File: config.mk
export PLATFORM = sky130hd
export DESIGN_NAME = spi_mem_ctrl
export DESIGN_NICKNAME = d
export VERILOG_FILES = /design/src/rtl/spi_mem_ctrl.sv
export SDC_FILE = /design/constraint.sdc
export NUM_CORES = 1
export LEC_CHECK = 0
export CORE_MARGIN = 4
export CORE_UTILIZATION = 35
export DETAILED_ROUTE_END_ITERATION = 10
export REMOVE_ABC_BUFFERS = 1
export SETUP_SLACK_MARGIN = 0.2
export SLEW_MARGIN = 30
export SYNTH_ARGS = -nofsm -noshare
export SYNTH_HDL_FRONTEND = slang
export SYNTH_SLANG_ARGS = --single-unit
File: constraint.sdc
create_clock -name clk -period 3 [get_ports clk]
set_input_delay 0.6 -clock clk [delete_from_list [all_inputs] [get_ports clk]]
set_output_delay 0.6 -clock clk [all_outputs]
set_load 0.005 [all_outputs]
File: src/rtl/spi_mem_ctrl.sv
// SPI mode-0 memory controller: turns single-word core requests into
// READ (0x03) / WRITE (0x02) transactions with a 24-bit address.
module spi_mem_ctrl #(
    parameter int unsigned HALF_PERIOD = 1
) (
    input  logic        clk,
    input  logic        rst_n,
    input  logic        req_valid,
    output logic        req_ready,
    input  logic        req_write,
    input  logic [23:0] req_addr,
    input  logic [1:0]  req_size,
    input  logic [31:0] req_wdata,
    output logic        resp_valid,
    output logic [31:0] resp_rdata,
    output logic        spi_cs_n,
    output logic        spi_sclk,
    output logic        spi_mosi,
    input  logic        spi_miso
);

    typedef enum logic [2:0] {IDLE, CMD, ADDR, DATA, DONE} state_t;

    localparam logic [7:0] HP_LAST = 8'(HALF_PERIOD - 1);

    state_t      state, state_d;
    logic [7:0]  div_cnt;
    logic [4:0]  bit_cnt;
    logic [63:0] tx;
    logic [31:0] rx;
    logic        write_q;
    logic [1:0]  size_q;

    logic        accept, active, tick, sclk_rise, sclk_fall, phase_end;
    logic [7:0]  cmd;
    logic [4:0]  data_last;
    logic [31:0] wdata_stream;
    logic [31:0] rdata_asm;

    always_comb begin
        accept       = req_valid && req_ready;
        active       = (state == CMD) || (state == ADDR) || (state == DATA);
        tick         = active && (div_cnt == HP_LAST);
        sclk_rise    = tick && !spi_sclk;
        sclk_fall    = tick && spi_sclk;
        phase_end    = sclk_fall && (bit_cnt == '0);
        cmd          = req_write ? 8'h02 : 8'h03;
        data_last    = (size_q == 2'd0) ? 5'd7 : (size_q == 2'd1) ? 5'd15 : 5'd31;
        // little-endian bytes, each sent MSB first from the top of the shifter
        wdata_stream = {req_wdata[7:0], req_wdata[15:8], req_wdata[23:16], req_wdata[31:24]};
        case (size_q)
            2'd0:    rdata_asm = {24'h0, rx[7:0]};
            2'd1:    rdata_asm = {16'h0, rx[7:0], rx[15:8]};
            default: rdata_asm = {rx[7:0], rx[15:8], rx[23:16], rx[31:24]};
        endcase
    end

    always_comb begin
        state_d = state;
        case (state)
            IDLE:    if (accept) state_d = CMD;
            CMD:     if (phase_end) state_d = ADDR;
            ADDR:    if (phase_end) state_d = DATA;
            DATA:    if (phase_end) state_d = DONE;
            DONE:    state_d = IDLE;
            default: state_d = IDLE;
        endcase
    end

    always_ff @(posedge clk or negedge rst_n) begin
        if (!rst_n) begin
            state      <= IDLE;
            req_ready  <= 1'b0;
            resp_valid <= 1'b0;
            resp_rdata <= '0;
            spi_cs_n   <= 1'b1;
            spi_sclk   <= 1'b0;
            spi_mosi   <= 1'b0;
            div_cnt    <= '0;
            bit_cnt    <= '0;
            tx         <= '0;
            rx         <= '0;
            write_q    <= 1'b0;
            size_q     <= '0;
        end else begin
            state      <= state_d;
            req_ready  <= (state_d == IDLE);
            resp_valid <= 1'b0;
            if (accept) begin
                spi_cs_n <= 1'b0;
                spi_sclk <= 1'b0;
                spi_mosi <= cmd[7];
                div_cnt  <= '0;
                bit_cnt  <= 5'd7;
                write_q  <= req_write;
                size_q   <= req_size;
                rx       <= '0;
                tx       <= {cmd, req_addr, req_write ? wdata_stream : 32'h0};
            end else if (active) begin
                div_cnt <= tick ? '0 : div_cnt + 8'd1;
                if (sclk_rise) begin
                    spi_sclk <= 1'b1;
                    if (state == DATA && !write_q)
                        rx <= {rx[30:0], spi_miso};
                end
                if (sclk_fall) begin
                    spi_sclk <= 1'b0;
                    if (state == DATA && bit_cnt == '0) begin
                        spi_cs_n   <= 1'b1;
                        spi_mosi   <= 1'b0;
                        resp_valid <= 1'b1;
                        if (!write_q)
                            resp_rdata <= rdata_asm;
                    end else begin
                        // mosi always mirrors tx[63]; read data bits are zero
                        tx       <= {tx[62:0], 1'b0};
                        spi_mosi <= tx[62];
                        if (bit_cnt != '0)
                            bit_cnt <= bit_cnt - 5'd1;
                        else
                            bit_cnt <= (state == CMD) ? 5'd23 : data_last;
                    end
                end
            end
        end
    end

endmodule

==> flow_summary.toml <==
[pwr]
p_seq_share_pct = 41.0
pwr-share-clk_pct = 24.7
irDropWorstVdd_mv = 0.461
p_leak_nw = 4.33
p_sw_w = 0.00287
p_sw_share_pct = 36.0
internal_power_w = 0.00510
pwr-share-comb_pct = 34.3
powerDensity_nw_per_um2 = 891
total_power_w = 0.00797

[routing]
drc = 0
vias_per_cell = 5.20
drtAntennaViolNets = 0
drt-pass1-iter-count = 4
drt-total-wl_um = 16900
drt-initial-drc-count = 429
vias = 5474
wire_per_inst_um = 16.1

[synthesis]
synth_top_area_share_pct = 52.7
yosysWarnings = 0
syn_area_per_cell_um2 = 10.2
synth_seq_area_share_pct = 53.1
synthCells = 698
synthTopCellsByArea = "dfrtp_1, mux2i_1, nand2_1"
synth.most_common_cell = "dfrtp_1"
dominantRegCellSynth = "dfrtp_1"
yosysTopAreaCell = "dfrtp_1"
synthTopCellsByCount = "dfrtp_1, nand2_1, nor2_1"
netlist_area_um2 = 7120
synth-seq-cells = 151
synth_edf_count = 0
async_flop_share_pct = 100
yosysUniqueCellTypes = 51

[die]
dieHeight_um = 151
dieArea_um2 = 22700
die_width_um = 151
initial_utilization_pct = 36.1
coreArea_um2 = 19700
ioPinCount = 100
fp-row-count = 51

[clock_tree]
clk_pin_slew_ns = 0.06
cts_root_buf = "clkbuf_16"
insertion_delay_ns = 0.43
h-tree-depth = 4
cts_hold_buffers = 0
ctsResizeCount = 0
cts_made_buffers = 17
cts_tree = "built"
cts.sinks = 151
post-cts-setup-buffers = 0
clockBufferDepth = 2

[timing]
hold_viol = 0
worstMarginPinSlew_ns = 0.671
slew_headroom_pct = 55.3
setup_viol_count_final = 0
fmax_ghz = 0.397
grt_setup_unrepaired = "no"
fin_skew_ns = 0.0111
min_period_ns = 2.52
slew_viol_final = 0
period_share_pct = 84.0
finalSetupTns_ns = 0

[global_route]
grt.total_usage_pct = 15.6
global_route.overflow_total = 0
grt_max_degree = 73
grt_pass1_vias = 5398
antenna_found_initial = 0
grt_pass1_wl_um = 28400

[setup_path]
cp.arrival_ns = 2.83
worst_r2r_path_depth = 7
required_ns = 3.31
reg2reg_to = "resp_rdata[5]$_DFFE_PN0P_"
r2r_slack_ns = 0.48
critical_path_class = "flop to flop"
crit_path_end_kind = "flop"
critPathLaunch = "div_cnt[1]$_DFFE_PN0P_"
start_kind = "flop"
timing.rr.start = "div_cnt[1]$_DFFE_PN0P_"
cp_max_fo = 32

[finish]
drive_gt1_share_pct = 9.66
final_nets = 842
area_growth_pct = 25.6
n_antenna_cell = 0

[min_path]
hp-class = "input pin to async pin"

[placement]
io_buffers = 99
hpwl_um = 10300
gp_congestion = 0.732

[run_status]
status = "finished, final reports clean"

[run]
cap_violations = 0
power by group through the flow:
stage               clock, W  combinational [W]  sequential, W
global route         0.00211            0.00310        0.00337
floorplan                  0            0.00185        0.00316
CTS                  0.00202            0.00276        0.00327
finish               0.00197            0.00273        0.00327
global placement           0            0.00272        0.00329
detailed placement         0            0.00275        0.00330
cell usage in the layout, fill, tap and decap left out, types with 3 or more instances in the layout:
cell / synthesis / routed
a211oi_1: 3 / 3
a21oi_1: 16 / 16
a221o_1: 16 / 16
a22o_1: 7 / 7
a31oi_1: 28 / 28
and2_1: 11 / 11
and3_1: 3 / 3
buf_12: 0 / 4
buf_4: 0 / 14
clkbuf_16: 0 / 17
clkbuf_8: 0 / 5
clkdlybuf4s50_1: 0 / 98
clkinv_2: 0 / 7
dfrtp_1: 150 / 150
ha_1: 4 / 4
inv_1: 22 / 22
mux2_2: 3 / 3
mux2_4: 14 / 14
mux2i_1: 62 / 62
nand2_1: 75 / 74
nand3_1: 39 / 39
nand4_1: 9 / 9
nor2_1: 67 / 67
nor3_1: 11 / 11
o211ai_1: 14 / 14
o21ai_0: 42 / 42
or3_1: 6 / 6
xor2_1: 3 / 3
worst max-delay path by stage:
stage / end / slack (ns) / cells after the start
global placement: resp_rdata[6]$_DFFE_PN0P_ / 0.39 / 5
CTS: resp_rdata[4]$_DFFE_PN0P_ / 0.50 / 7
detailed placement: resp_rdata[4]$_DFFE_PN0P_ / 0.38 / 5
finish: resp_rdata[5]$_DFFE_PN0P_ / 0.48 / 7
floorplan: resp_rdata[10]$_DFFE_PN0P_ / -0.98 / 6
global route: resp_rdata[12]$_DFFE_PN0P_ / 0.37 / 7
critical path, cell delays in order (launching register included):
cell	delay (ns)
dfrtp_1	0.41
inv_1	0.08
ha_1	0.15
nor3b_2	0.33
nand4_1	0.17
or4_2	0.70
buf_12	0.22
mux2_4	0.31
stage by stage:
| step | hold slack (ns) | cells | setup WS (ns) | utilization [%] | instance area (um2) |
|---|---|---|---|---|---|
| after floorplan | 0.304 | 639 | -0.982 | - | 6880 |
| after global placement | 0.491 | 1021 | 0.385 | 42.6 | 8400 |
| final | 0.183 | 1052 | 0.480 | 45.3 | 8940 |
| after CTS | 0.205 | 1052 | 0.503 | 45.3 | 8940 |
| after detailed placement | 0.495 | 1021 | 0.379 | 42.6 | 8400 |
| after global routing | 0.235 | 1052 | 0.365 | 45.3 | 8940 |
metal layers:
metal	part of all wire, %	global-route usage (%)	vias up
met5	0	0	-
met4	0.80	4.81	0
met3	5.6	3.46	16
met2	45	23.0	134
met1	49	22.9	2695
li1	-	-	2629
sequential cells by signal, indices dropped and copies added, names as in the netlist, 2 cells and up:
| signal | flops |
|---|---|
| div_cnt | 8 |
| size_q | 2 |
| state | 3 |
| tx | 63 |
| bit_cnt | 5 |
| resp_rdata | 32 |
| rx | 32 |
kinds of logic after synthesis:
kind of cell    Yosys count  synth area share [%]
compound gates          145                  13.7
xor+xnor                  4                 0.492
fa+ha+maj                 4                 0.703
buf+inv                  81                  4.54
flops                   151                  53.1
mux                      79                  12.1
simple gates            234                  15.3
cell type report:
type                       count  area (um2)
inverter                      22        82.6
tap                          265         332
clock buffer                  22         494
fill                        1891       10800
clock inverter                 9        50.0
timing repair buffer         117        1180
multi-input combinational    466        3020
sequential                   151        3780
Power figures use the tool's default switching activity.
